[src/rtl/fir_stream_ctrl.sv]
// rtl/fir_stream_ctrl.sv - stream controller, output tag realignment, output FIFO and coefficient bank for a 9-tap FIR
module fir_stream_ctrl #(
    parameter int DATA_W     = 16,
    parameter int NTAPS      = 9,
    parameter int PIPE_LAT   = 3,
    parameter int FIFO_DEPTH = 16
) (
    input  logic                    clk,
    input  logic                    reset,
    input  logic                    start,
    input  logic                    flush_req,
    input  logic                    cfg_we,
    input  logic [3:0]              cfg_addr,
    input  logic [DATA_W-1:0]       cfg_data,
    output logic                    cfg_busy,
    input  logic                    s_valid,
    output logic                    s_ready,
    input  logic [DATA_W-1:0]       s_data,
    output logic [DATA_W-1:0]       fir_in,
    input  logic [DATA_W-1:0]       fir_out,
    output logic [NTAPS*DATA_W-1:0] coef,
    output logic                    m_valid,
    input  logic                    m_ready,
    output logic [DATA_W-1:0]       m_data,
    output logic [1:0]              state,
    output logic                    flush_done
);
    localparam int AW = (FIFO_DEPTH > 1) ? $clog2(FIFO_DEPTH) : 1;
    localparam int CW = $clog2(FIFO_DEPTH + 1);
    localparam int IW = $clog2(PIPE_LAT + 2);
    localparam int FW = $clog2(NTAPS);
    localparam logic [FW-1:0] FLUSH_LAST = FW'(NTAPS - 2);
    localparam logic [NTAPS*DATA_W-1:0] COEF_RST = {
        16'h04F6, 16'h0AE4, 16'h1089, 16'h1496, 16'h160F,
        16'h1496, 16'h1089, 16'h0AE4, 16'h04F6
    };

    typedef enum logic [1:0] {
        ST_IDLE  = 2'd0,
        ST_RUN   = 2'd1,
        ST_FLUSH = 2'd2,
        ST_DRAIN = 2'd3
    } state_t;

    state_t                  state_q, state_d;
    logic [FW-1:0]           flush_cnt_q, flush_cnt_d;
    logic [PIPE_LAT:0]       tag_q, tag_d;
    logic [DATA_W-1:0]       fir_in_q, fir_in_d;
    logic [NTAPS*DATA_W-1:0] coef_q;
    logic [DATA_W-1:0]       fifo_mem_q [FIFO_DEPTH];
    logic [AW-1:0]           wptr_q, rptr_q;
    logic [CW-1:0]           fifo_cnt_q;
    logic [IW-1:0]           inflight;
    logic [31:0]             used;
    logic                    credit_ok;
    logic                    accept;
    logic                    slot_tag;
    logic                    push;
    logic                    pop;

    // tag_q[0] travels alongside fir_in; the tag leaving tag_q[PIPE_LAT] lines up with fir_out
    always_comb begin
        inflight = '0;
        for (int i = 0; i <= PIPE_LAT; i++) begin
            inflight = inflight + IW'(tag_q[i]);
        end
    end

    assign used      = 32'(fifo_cnt_q) + 32'(inflight);
    assign credit_ok = (used + 32'(NTAPS) <= 32'(FIFO_DEPTH));
    assign s_ready   = (state_q == ST_RUN) && credit_ok && !flush_req;
    assign accept    = s_valid && s_ready;
    assign push      = tag_q[PIPE_LAT];
    assign pop       = m_valid && m_ready;

    // The flush_req cycle's own slot is the first tail slot, so the tail follows the last sample contiguously
    always_comb begin
        state_d     = state_q;
        flush_cnt_d = flush_cnt_q;
        slot_tag    = 1'b0;
        flush_done  = 1'b0;
        case (state_q)
            ST_IDLE: begin
                if (start) begin
                    state_d = ST_RUN;
                end
            end
            ST_RUN: begin
                if (flush_req) begin
                    slot_tag    = 1'b1;
                    flush_cnt_d = '0;
                    state_d     = ST_FLUSH;
                end else begin
                    slot_tag = accept;
                end
            end
            ST_FLUSH: begin
                if (flush_cnt_q == FLUSH_LAST) begin
                    state_d = ST_DRAIN;
                end else begin
                    slot_tag    = 1'b1;
                    flush_cnt_d = flush_cnt_q + FW'(1);
                end
            end
            ST_DRAIN: begin
                if (inflight == '0) begin
                    flush_done = 1'b1;
                    state_d    = ST_IDLE;
                end
            end
            default: state_d = ST_IDLE;
        endcase
    end

    assign fir_in_d = accept ? s_data : '0;
    assign tag_d    = {tag_q[PIPE_LAT-1:0], slot_tag};

    always_ff @(posedge clk) begin
        if (!reset) begin
            state_q     <= ST_IDLE;
            flush_cnt_q <= '0;
            tag_q       <= '0;
            fir_in_q    <= '0;
            coef_q      <= COEF_RST;
            wptr_q      <= '0;
            rptr_q      <= '0;
            fifo_cnt_q  <= '0;
        end else begin
            state_q     <= state_d;
            flush_cnt_q <= flush_cnt_d;
            tag_q       <= tag_d;
            fir_in_q    <= fir_in_d;
            if (cfg_we && (state_q == ST_IDLE) && (32'(cfg_addr) < 32'(NTAPS))) begin
                coef_q[32'(cfg_addr)*DATA_W +: DATA_W] <= cfg_data;
            end
            if (push) begin
                wptr_q <= (wptr_q == AW'(FIFO_DEPTH - 1)) ? '0 : wptr_q + AW'(1);
            end
            if (pop) begin
                rptr_q <= (rptr_q == AW'(FIFO_DEPTH - 1)) ? '0 : rptr_q + AW'(1);
            end
            case ({push, pop})
                2'b10:   fifo_cnt_q <= fifo_cnt_q + CW'(1);
                2'b01:   fifo_cnt_q <= fifo_cnt_q - CW'(1);
                default: fifo_cnt_q <= fifo_cnt_q;
            endcase
        end
    end

    always_ff @(posedge clk) begin
        if (push) begin
            fifo_mem_q[wptr_q] <= fir_out;
        end
    end

    assign state    = state_q;
    assign cfg_busy = (state_q != ST_IDLE);
    assign fir_in   = fir_in_q;
    assign coef     = coef_q;
    assign m_valid  = (fifo_cnt_q != '0);
    assign m_data   = fifo_mem_q[rptr_q];

endmodule
[config.mk]
export PLATFORM = sky130hd
export DESIGN_NAME = fir_stream_ctrl
export DESIGN_NICKNAME = d
export VERILOG_FILES = /design/src/rtl/fir_stream_ctrl.sv
export SDC_FILE = /design/constraint.sdc
export NUM_CORES = 1
export LEC_CHECK = 0
export ABC_CLOCK_PERIOD_IN_PS = 4650
export BUFFER_PORTS_ARGS = -buffer_cell sky130_fd_sc_hd__buf_2
export CAP_MARGIN = 15
export CORE_MARGIN = 5
export CORE_UTILIZATION = 32
export DETAILED_ROUTE_END_ITERATION = 7
export GPL_TIMING_DRIVEN = 0
export PLACE_DENSITY = 0.6
export SYNTH_ARGS = -nofsm -noshare
export SYNTH_HDL_FRONTEND = slang
export SYNTH_SLANG_ARGS = --single-unit
[constraint.sdc]
create_clock -name clk -period 4.65 [get_ports clk]
set_clock_uncertainty 0.1 [all_clocks]
set_input_delay 0.2325 -clock clk [delete_from_list [all_inputs] [get_ports clk]]
set_output_delay 0.2325 -clock clk [all_outputs]
set_load 0.01 [all_outputs]
==> metrics, run 1 <==
yosys warns 0; GRT overflow 0; fmax between 200 and 250 MHz; slowest stage delay, CP approximately 0.46 ns; WL final slightly below 50000 um; antenna violations before repair 1; die height ~240 um; Synth Register Bits 443; Worst Path Buf+Inv 3; worst reg2reg startpoint tag_q[3]; Tcrit/Tclk final just over 90%; RSZ-0062 raised after global routing no; Synth Area in Compound Gates under 10%; Crit-path slowest cell fa_1; XOR/XNOR Fraction of Synth Area 0.6039%; static leakage slightly below 8 nW; Syn Std Cell Area approximately 17000 um^2; Core Rows 84; Worst-Skew Late Latency 0.57 ns; most common cell in the netlist edfxtp_1; Gate Count Post-Synth roughly 1.2k; min Tclk post-route roughly 4.3 ns; worst slew pin tran about 1.2 ns; synth unique cells 48; DP HPWL between 30000 and 40000 um; Min-Delay Endpoint fir_in[15]; vias in the first global route 11.57k; TritonCTS Sinks about 440; nets between 1.5k and 2k; post-synth top area share about 45%; Global Route Usage Sum around 16%; Slew headroom approximately 22%; main combinational cell family by area after synthesis multiplexers; dominant synthesized flop cell edfxtp_1; R2R Path End tag_q[0]; top post-synthesis cells by area edfxtp_1 45%, dfxtp_1 22%, mux4_2 11%, nand2_1 3.8%, a21oi_1 2.8%; critical path arrival roughly 4.0 ns; multiplexer share of the synthesized area 11.61%; R2R Setup Slk between 0.7 and 0.8 ns; DRT Pass-1 Iters 5; register area share after synthesis around two thirds; average cell area after synthesis about 14 um^2; Slew Limit Fails 0; clk slew on worst S/H paths around 0.060 ns; # IOs 241; number of diodes 0; cell taking the most area after synthesis edfxtp_1; syn nets roughly 1.3k; Initial Util 32.33%; WL/cell between 20 and 25 um; Critical Path End Type primary output; EDFF count, synth 256; synthesis-to-finish area growth 24.43%; Startpoint Class flop; core area 52550 um^2; die area 57800 um^2; clock root buffer clkbuf_16; hold path depth 3; CP Cell Sequence fa_1 > ha_1 > ha_1 > inv_1 > fa_1 > xor3_1 > nand3_1 > nor3b_1 > o21ai_0 > a21boi_2 > buf_2 > buf_2; crit path kind reg2out; Via Count about 11k; Final ANT Viol Nets 0; Detailed Route Iter0 Violations slightly below 900; Synth Area in Simple Gates a little over a tenth; die extent in x between 200 and 250 um; MaxCap Viol Count 0; top post-synthesis cells by count 256 x edfxtp_1, 187 x dfxtp_1, 170 x nand2_1, 96 x a21oi_1, 80 x mux4_2; Max FO, Critical Path 10; Pwr Total ~0.0086 W; TNS Setup 0 ns; WP depth 12; Req. time, crit path 4.32 ns; pwr/cell area approximately 410 nW/um^2; CTS buffer count between 40 and 50; CTS H-Tree Depth 2; largest net degree at the start of global routing 17; vias per inst about 5; CP top delay family adder cells; drt drc 0; asr flop ratio synth 0%; first-pass GRT wire length approximately 73000 um; Register-to-Register Path Depth 12; layout cell share with drive strength beyond 1 approximately a quarter; placer congestion estimate between 0.8 and 0.9; # setup viols final 0; TritonCTS clock tree built; min-delay src s_valid; Max clock buf depth 3; final hold violation count 0; IO buf count ~240; VDD IR max 0.2677 mV; Hold Crit Class in2reg; outcome finished, final reports clean; Post-Synth Adder-Cell Area about 2%; Setup Fix Bufs, Post-CTS 0
==> state kept, by name, indices dropped and copies added, names as in the netlist, named ones only <==
register / count
coef: 144
fifo_cnt_q: 5
fifo_mem_q: 256
fir_in: 16
flush_cnt_q: 4
rptr_q: 4
state: 2
tag_q: 4
wptr_q: 4
==> repair_timing <==
action / CTS / global route
endpoints found under the setup margin: 0 / 0
hold endpoints to repair: 365 / 0
gates resized for setup: 0 / 0
hold buffers: 51 / 0
==> cells in the final DEF (no fill, tap or decap), types with 26 or more instances in the layout <==
cell,count
a21oi_1,96
dlygate4sd3_1,51
clkbuf_16,48
clkbuf_1,68
buf_2,247
edfxtp_1,256
nand3_1,62
o211ai_1,26
nand2_1,170
mux4_2,80
nor2_1,68
dfxtp_1,187
==> stage by stage <==
| step | cell area, um^2 | hold slack (ns) | utilization (%) | setup WS [ns] | cells |
|---|---|---|---|---|---|
| 6_report | 21140 | 0.06982 | 40.23 | 0.3639 | 2289 |
| 4_1_cts | 21140 | 0.02887 | 40.23 | 0.2962 | 2289 |
| 5_1_grt | 21140 | 0.1064 | 40.23 | 0.09895 | 2289 |
| 2_1_floorplan | 16990 | 0.2314 | - | 1.440 | 1224 |
| 3_5_place_dp | 19050 | 0.3412 | 36.26 | 0.9317 | 2151 |
| 3_3_place_gp | 19050 | 0.3371 | 36.25 | 0.8255 | 2151 |
==> where the power goes <==
group,internal (W),switching [W],total (W)
clock network,0.00224,0.00157,0.00382
logic,0.000227,0.000375,0.000602
registers,0.00418,0.0000277,0.00421
total,0.00665,0.00198,0.00862
==> logic make-up (layout without fill, tap and decap cells) <==
group                      after synthesis  in the layout
AOI/OAI and AO/OA                      153            153
xor gates and xnor gates                10             10
adders and majority gates               25             25
buffers and inverters                   93            470
DFF                                    443            443
muxes                                   97             97
and+or+nand+nor                        403            403
==> worst max-delay path by stage <==
stage                      from  endpoint
floorplan              tag_q[0]   s_ready
global route           tag_q[3]   s_ready
CTS                    tag_q[3]   s_ready
detailed placement     tag_q[3]   s_ready
finish                 tag_q[3]   s_ready
global placement    cfg_addr[0]  coef[14]
==> area by class of cell <==
cell class | count | area [um^2]
fill | 4945 | 31410
buffer | 73 | 299.0
tap | 688 | 860.8
clock buffer | 60 | 1276
multi-input combinational | 688 | 5191
inverter | 20 | 75.07
timing repair buffer | 290 | 1707
clock inverter | 27 | 300.3
sequential | 443 | 11430
==> layer usage <==
layer / vias up / routed length, um / track usage (%) / share of wire [%]
met3: 66 / 3779 / 4.519 / 7.8
met4: 2 / 1117 / 4.677 / 2.3
met5: - / 13 / 0 / 0.027
li1: 5234 / - / - / -
met2: 412 / 23790 / 27.55 / 49
met1: 5688 / 19610 / 20.90 / 41
==> worst register-to-register path, cell delays in order (launching register included) <==
cell	delay (ns)
dfxtp_1	0.37
fa_1	0.43
ha_1	0.21
ha_1	0.35
inv_1	0.08
fa_1	0.46
xor3_1	0.37
nand3_1	0.12
a21oi_1	0.05
o21ai_0	0.32
a21oi_1	0.11
or2_2	0.29
dlygate4sd3_1	0.55
(Power assumes the default switching activity.)
==> inputs of run 2 (changes only) <==
RECOVER_POWER = 50   (was not set)
==> metrics, run 2 (same netlist as run 1, synthesis figures left out) <==
crit path kind reg2out; met2 routed WL 23730 um (-0.26%); IO buf count 239 (unchanged); TritonCTS clock tree built; DRT Pass-1 Iters 5 (unchanged); # IOs 241 (unchanged); Max FO, Critical Path 10 (unchanged); DP HPWL 33090 um (unchanged); Slew headroom 21.97% (-0.33 points); Initial Util 32.33% (unchanged); Req. time, crit path 4.32 ns (about the same); CTS resizes 0 (unchanged); Crit-path slowest cell fa_1; static leakage 7.159 nW (-7.6%); critical path arrival 3.94 ns (about the same); dpl cells 2151 (unchanged); drt drc 0 (unchanged); Register-to-Register Path Depth 12 (unchanged); WL final 48350 um (about the same); end point of the critical path s_ready; antenna violations before repair 1 (unchanged); CP Cell Sequence fa_1 > ha_1 > ha_1 > inv_1 > fa_1 > xor3_1 > nand3_1 > nor3b_1 > o21ai_0 > a21boi_2 > buf_2 > buf_2; Core Rows 84 (unchanged); # setup viols final 0 (unchanged); worst slew pin tran 1.171 ns (+0.005010 ns); Startpoint Class flop; R2R Setup Slk 0.75 ns (+0.02 ns); placer congestion estimate 0.8801 (unchanged); Critical Path End Type primary output; core area 52550 um^2 (unchanged); R2R Path End tag_q[0]; RSZ-0062 raised after global routing no; die area 57800 um^2 (unchanged); Setup Fix Bufs, Post-CTS 0 (unchanged); number of hold buffers added after CTS 51 (unchanged); Global Route Usage Sum 16.40% (unchanged); Detailed Route Iter0 Violations 812 (-9.2%); Final ANT Viol Nets 0 (unchanged); slowest stage delay, CP 0.48 ns (+0.02 ns); commonest non-fill, non-tap cell in the layout edfxtp_1; die height 240.4 um (unchanged); CTS H-Tree Depth 2 (unchanged); clk slew on worst S/H paths 0.06 ns (about the same); die extent in x 240.4 um (unchanged); Top Layer Used met5; DP Worst Slack 0.9317 ns (unchanged); outcome finished, final reports clean; TNS Setup 0 ns (unchanged); nets 1648 (unchanged); vias per inst 4.992 (+0.22%); Biggest register fifo_mem_q; max reg flops 256 (unchanged); Worst-Skew Late Latency 0.57 ns (about the same); met3 routed WL 3731 um (-1.3%); Non-Filler Instances 2290 (+0.044%); min Tclk post-route 4.276 ns (-0.01039 ns); layout cell share with drive strength beyond 1 14.37% (-11 points); CTS buffer count 48 (unchanged); Hold Crit Class in2reg; Critical path origin tag_q[0]; pwr/cell area 411.8 nW/um^2 (+0.94%); most frequent cells in the layout 256 x edfxtp_1, 248 x clkbuf_1, 187 x dfxtp_1; synthesis-to-finish area growth 23.12%; WL/cell 21.11 um (about the same); Via Count 11.43k (+0.26%); Tcrit/Tclk final 91.95% (-0.22 points); vias in the first global route 11.57k (unchanged); fmax 233.9 MHz (+0.24%); worst reg2reg startpoint tag_q[0]; VDD IR max 0.2584 mV (-3.5%); GRT overflow 0 (unchanged); clock root buffer clkbuf_16; final hold violation count 0 (unchanged); Slew Limit Fails 0 (unchanged); first-pass GRT wire length 72510 um (unchanged); final worst setup slack 0.3743 ns (+0.01039 ns); Fill cells 5033 (+1.8%); largest net degree at the start of global routing 17 (unchanged); Max clock buf depth 3 (unchanged); TritonCTS Sinks 443 (unchanged); Post-Route M1 WL 19680 um (+0.32%); MaxCap Viol Count 0 (unchanged)
## run 2: changes by cell type in the layout (fill, tap and decap cells not counted), sizes merged
cell / before / now
clkbuf: 119 / 299
diode: 0 / 1
buf: 253 / 73
## run 2: worst max-delay path: cells and delay by family, from the launching register on
kind | cells | cell delay (ns)
simple gates | 2 | 0.30
buf+inv | 3 | 0.49
xor+xnor | 1 | 0.30
compound gates | 2 | 0.46
flops | 1 | 0.32
fa+ha+maj | 4 | 1.50
## run 2: where the power goes
part	switching [W]	leakage, nW	internal [W]
logic	0.000377	2.57	0.000217
registers	0.0000283	3.81	0.00418
clock network	0.00157	0.783	0.00224
## run 2: layout make-up
class | instances | area (um^2) | area share (%)
plain buffers | 73 | 299.0 | 1.430
clock buffers | 60 | 1276 | 6.101
diodes | 1 | 2.502 | 0.01196
flip-flops and latches | 443 | 11430 | 54.65
repair buffers | 290 | 1481 | 7.082
well taps | 688 | 860.8 | 4.115
multi-input cells | 688 | 5191 | 24.82
clock inverters | 27 | 300.3 | 1.436
inverters | 20 | 75.07 | 0.3589
## run 2: stage by stage
step           cell area [um^2]  utilization, %  total power (W)  hold WS (ns)
3_5_place_dp              19050           36.26         0.004854        0.3412
6_report                  20920           39.80         0.008614       0.07432
3_3_place_gp              19050           36.25         0.004838        0.3371
2_1_floorplan             16990               -         0.004609        0.2314
5_1_grt                   20920           39.80         0.008914        0.1064
4_1_cts                   21140           40.23         0.008710       0.02887
## run 2: how the worst min path moves through the flow
stage,startpoint,endpoint,depth (start not counted)
after floorplan,fir_out[0],fifo_mem_q[0][0],0
after global placement,coef[89],coef[89],2
after detailed placement,coef[85],coef[85],2
after CTS,s_valid,fir_in[0],3
after global routing,start,state[0],5
final,s_valid,fir_in[1],3
## run 2: per-layer routing
layer  GRT usage, %  vias to the layer above
li1               -                     5241
met3          4.519                       68
met5              0                        -
met1          20.90                     5735
met4          4.677                        2
met2          27.55                      386
==> inputs of run 3 (changes only) <==
ABC_AREA = 1   (was not set)
==> metrics, run 3 <==
placer congestion estimate 0.9015 (+2.4%); Max FO, Critical Path 8 (-2); vias in the first global route 13.62k (+18%); layout cell share with drive strength beyond 1 10.14% (-4.2 points); Slew Limit Fails 0 (unchanged); TritonCTS clock tree built; crit path kind reg2reg; Gate Count Post-Synth 1592 (+30%); CTS H-Tree Depth 2 (unchanged); nets 2039 (+24%); Final ANT Viol Nets 0 (unchanged); Via Count 13.64k (+19%); DRT Pass-1 Iters 6 (+1); TritonCTS Sinks 443 (unchanged); worst slew pin tran 0.8898 ns (-0.2807 ns); first-pass GRT wire length 84080 um (+16%); Synth Area in Simple Gates 8.439% (-2.5 points); VDD IR max 0.2796 mV (+8.2%); final hold violation count 0 (unchanged); Syn Std Cell Area 17500 um^2 (+3.0%); Synth Area in Compound Gates 14.88% (+9.5 points); Startpoint Class flop; EDFF count, synth 256 (unchanged); asr flop ratio synth 0% (unchanged); most frequent cells in the layout 256 x edfxtp_1, 251 x clkbuf_1, 187 x dfxtp_1; R2R Setup Slk 0.89 ns (+0.14 ns); vias per inst 5.068 (+1.5%); DP Worst Slack 1.023 ns (+0.09134 ns); largest net degree at the start of global routing 17 (unchanged); number of hold buffers added after CTS 57 (+12%); sw power 0.003171 W (+60%); Biggest register fifo_mem_q; Register-to-Register Path Depth 14 (+2); share of power burned in registers 41.5% (-7.4 points); Req. time, crit path 5.08 ns (+0.76 ns); Post-Synth Adder-Cell Area 1.917% (-0.057 points); synth unique cells 42 (-13%); WL final 56070 um (+16%); final worst setup slack 0.8946 ns (+0.5203 ns); die extent in x 243.8 um (+1.4%); top post-synthesis cells by area edfxtp_1 44%, dfxtp_1 21%, a21oi_1 4.9%, o21ai_0 4.5%, mux2i_1 3.7%; RSZ-0062 raised after global routing no; Max clock buf depth 3 (unchanged); IO buf count 240 (+0.42%); hold path depth 4 (+1); average cell area after synthesis 10.99 um^2 (-21%); minimum hold slack 0.007470 ns (-0.06685 ns); Pwr Total 0.01034 W (+20%); max reg flops 256 (unchanged); min Tclk post-route 3.755 ns (-0.5203 ns); Slew headroom 40.68% (+19 points); fmax 266.3 MHz (+14%); Setup Fix Bufs, Post-CTS 0 (unchanged); TNS Setup 0 ns (unchanged); CTS resizes 0 (unchanged); dpl cells 2544 (+18%); Core Rows 85 (+1.2%); outcome finished, final reports clean; CTS buffer count 48 (unchanged); syn nets 1676 (+28%); Int Pwr 0.007169 W (+8.0%); GRT overflow 0 (unchanged); register area share after synthesis 65.34% (-1.9 points); synthesis-to-finish area growth 24.66%; top post-synthesis cells by count 256 x edfxtp_1, 187 x dfxtp_1, 171 x a21oi_1, 159 x o21ai_0, 147 x inv_1; clk slew on worst S/H paths 0.06 ns (about the same); XOR/XNOR Fraction of Synth Area 0.2503% (-0.35 points); Detailed Route Iter0 Violations 1038 (+28%); critical path arrival 4.19 ns (+0.25 ns); # IOs 241 (unchanged); multiplexer share of the synthesized area 3.662% (-7.9 points); cell taking the most area after synthesis edfxtp_1; drt drc 0 (unchanged); most common cell in the netlist edfxtp_1; Worst-Skew Late Latency 0.59 ns (+0.02 ns); clock power share 36.7% (-7.6 points); DP HPWL 40090 um (+21%); pwr/cell area 474.1 nW/um^2 (+15%); MaxCap Viol Count 0 (unchanged); static leakage 7.987 nW (+12%); Non-Filler Instances 2691 (+18%); # setup viols final 0 (unchanged); combinational share of power 21.8% (+15 points); main combinational cell family by area after synthesis compound AO/OA/AOI/OAI gates; Tcrit/Tclk final 80.76% (-11 points); Global Route Usage Sum 18.23% (+1.8 points); die area 59450 um^2 (+2.9%); core area 54030 um^2 (+2.8%); clock root buffer clkbuf_16; Synth Register Bits 443 (unchanged); yosys warns 0 (unchanged); WL/cell 20.84 um (-1.3%); die height 243.8 um (+1.4%); Sw Share 30.67% (+7.7 points); commonest non-fill, non-tap cell in the layout edfxtp_1; antenna violations before repair 4 (+3); dominant synthesized flop cell edfxtp_1; post-synth top area share 43.94% (-1.3 points); Initial Util 32.38% (+0.052 points); Critical Path End Type flop; Hold Crit Class in2reg
==> run 3: changes by cell type after synthesis, sizes merged, moves of 47 or more <==
cell	change
mux4	-80
inv	+134
o211ai	+59
a21oi	+79
o21ai	+156
mux2i	+47
nor2	+59
==> run 3: cells by family (layout without fill, tap and decap cells) <==
family,Yosys count,after routing
mux,64,64
fa+ha+maj,25,25
xor+xnor,5,5
simple gates,353,353
flops,443,443
buf+inv,248,648
other cells,0,3
compound gates,454,454
==> run 3: cell type report <==
class / count / area (um^2)
Sequential cell: 443 / 11430
Buffer: 89 / 369.1
Fill cell: 5288 / 32220
Multi-Input combinational cell: 901 / 5134
Timing Repair Buffer: 313 / 1838
Clock inverter: 18 / 220.2
Inverter: 159 / 596.8
Tap cell: 696 / 870.8
Clock buffer: 69 / 1343
Antenna cell: 3 / 7.507
==> run 3: metrics by stage <==
stage | area (um^2) | util [%]
CTS | 22030 | 40.78
global placement | 19570 | 36.22
floorplan | 17500 | -
finish | 21810 | 40.37
detailed placement | 19900 | 36.83
global route | 21800 | 40.36
==> run 3: worst paths after layout <==
kind,start,endpoint
max reg2reg,tag_q[3],fir_in[15]
min,m_ready,flop
min reg2reg,tag_q[2],tag_q[3]
max,tag_q[3],fir_in[15]
==> run 3: critical path: stages (launching register included) <==
cell and delay (ns):
dfxtp_1 0.49, fa_1 0.47, ha_1 0.22, ha_1 0.33, inv_1 0.07, fa_1 0.50, nand2_1 0.05, inv_1 0.04
nand3_1 0.06, nor2_1 0.11, nand2_1 0.07, a21boi_1 0.19, nand3_2 0.23, nor2_1 0.20, dlygate4sd3_1 0.57
==> run 3: layer usage <==
metal	share of wire [%]	track usage [%]	vias to the layer above	wire, um
li1	-	-	6349	-
met1	40	22.12	6577	22160
met2	49	31.54	597	27330
met3	9.0	5.414	113	5019
met4	2.8	5.294	2	1545
met5	0.021	0	-	12
==> run 3: power by group through the flow <==
stage	combinational, W	sequential, W	clock, W
2_1_floorplan	0.00139	0.00437	0
3_3_place_gp	0.00220	0.00437	0
3_5_place_dp	0.00225	0.00437	0
4_1_cts	0.00229	0.00429	0.00386
5_1_grt	0.00250	0.00430	0.00404
6_report	0.00226	0.00429	0.00379
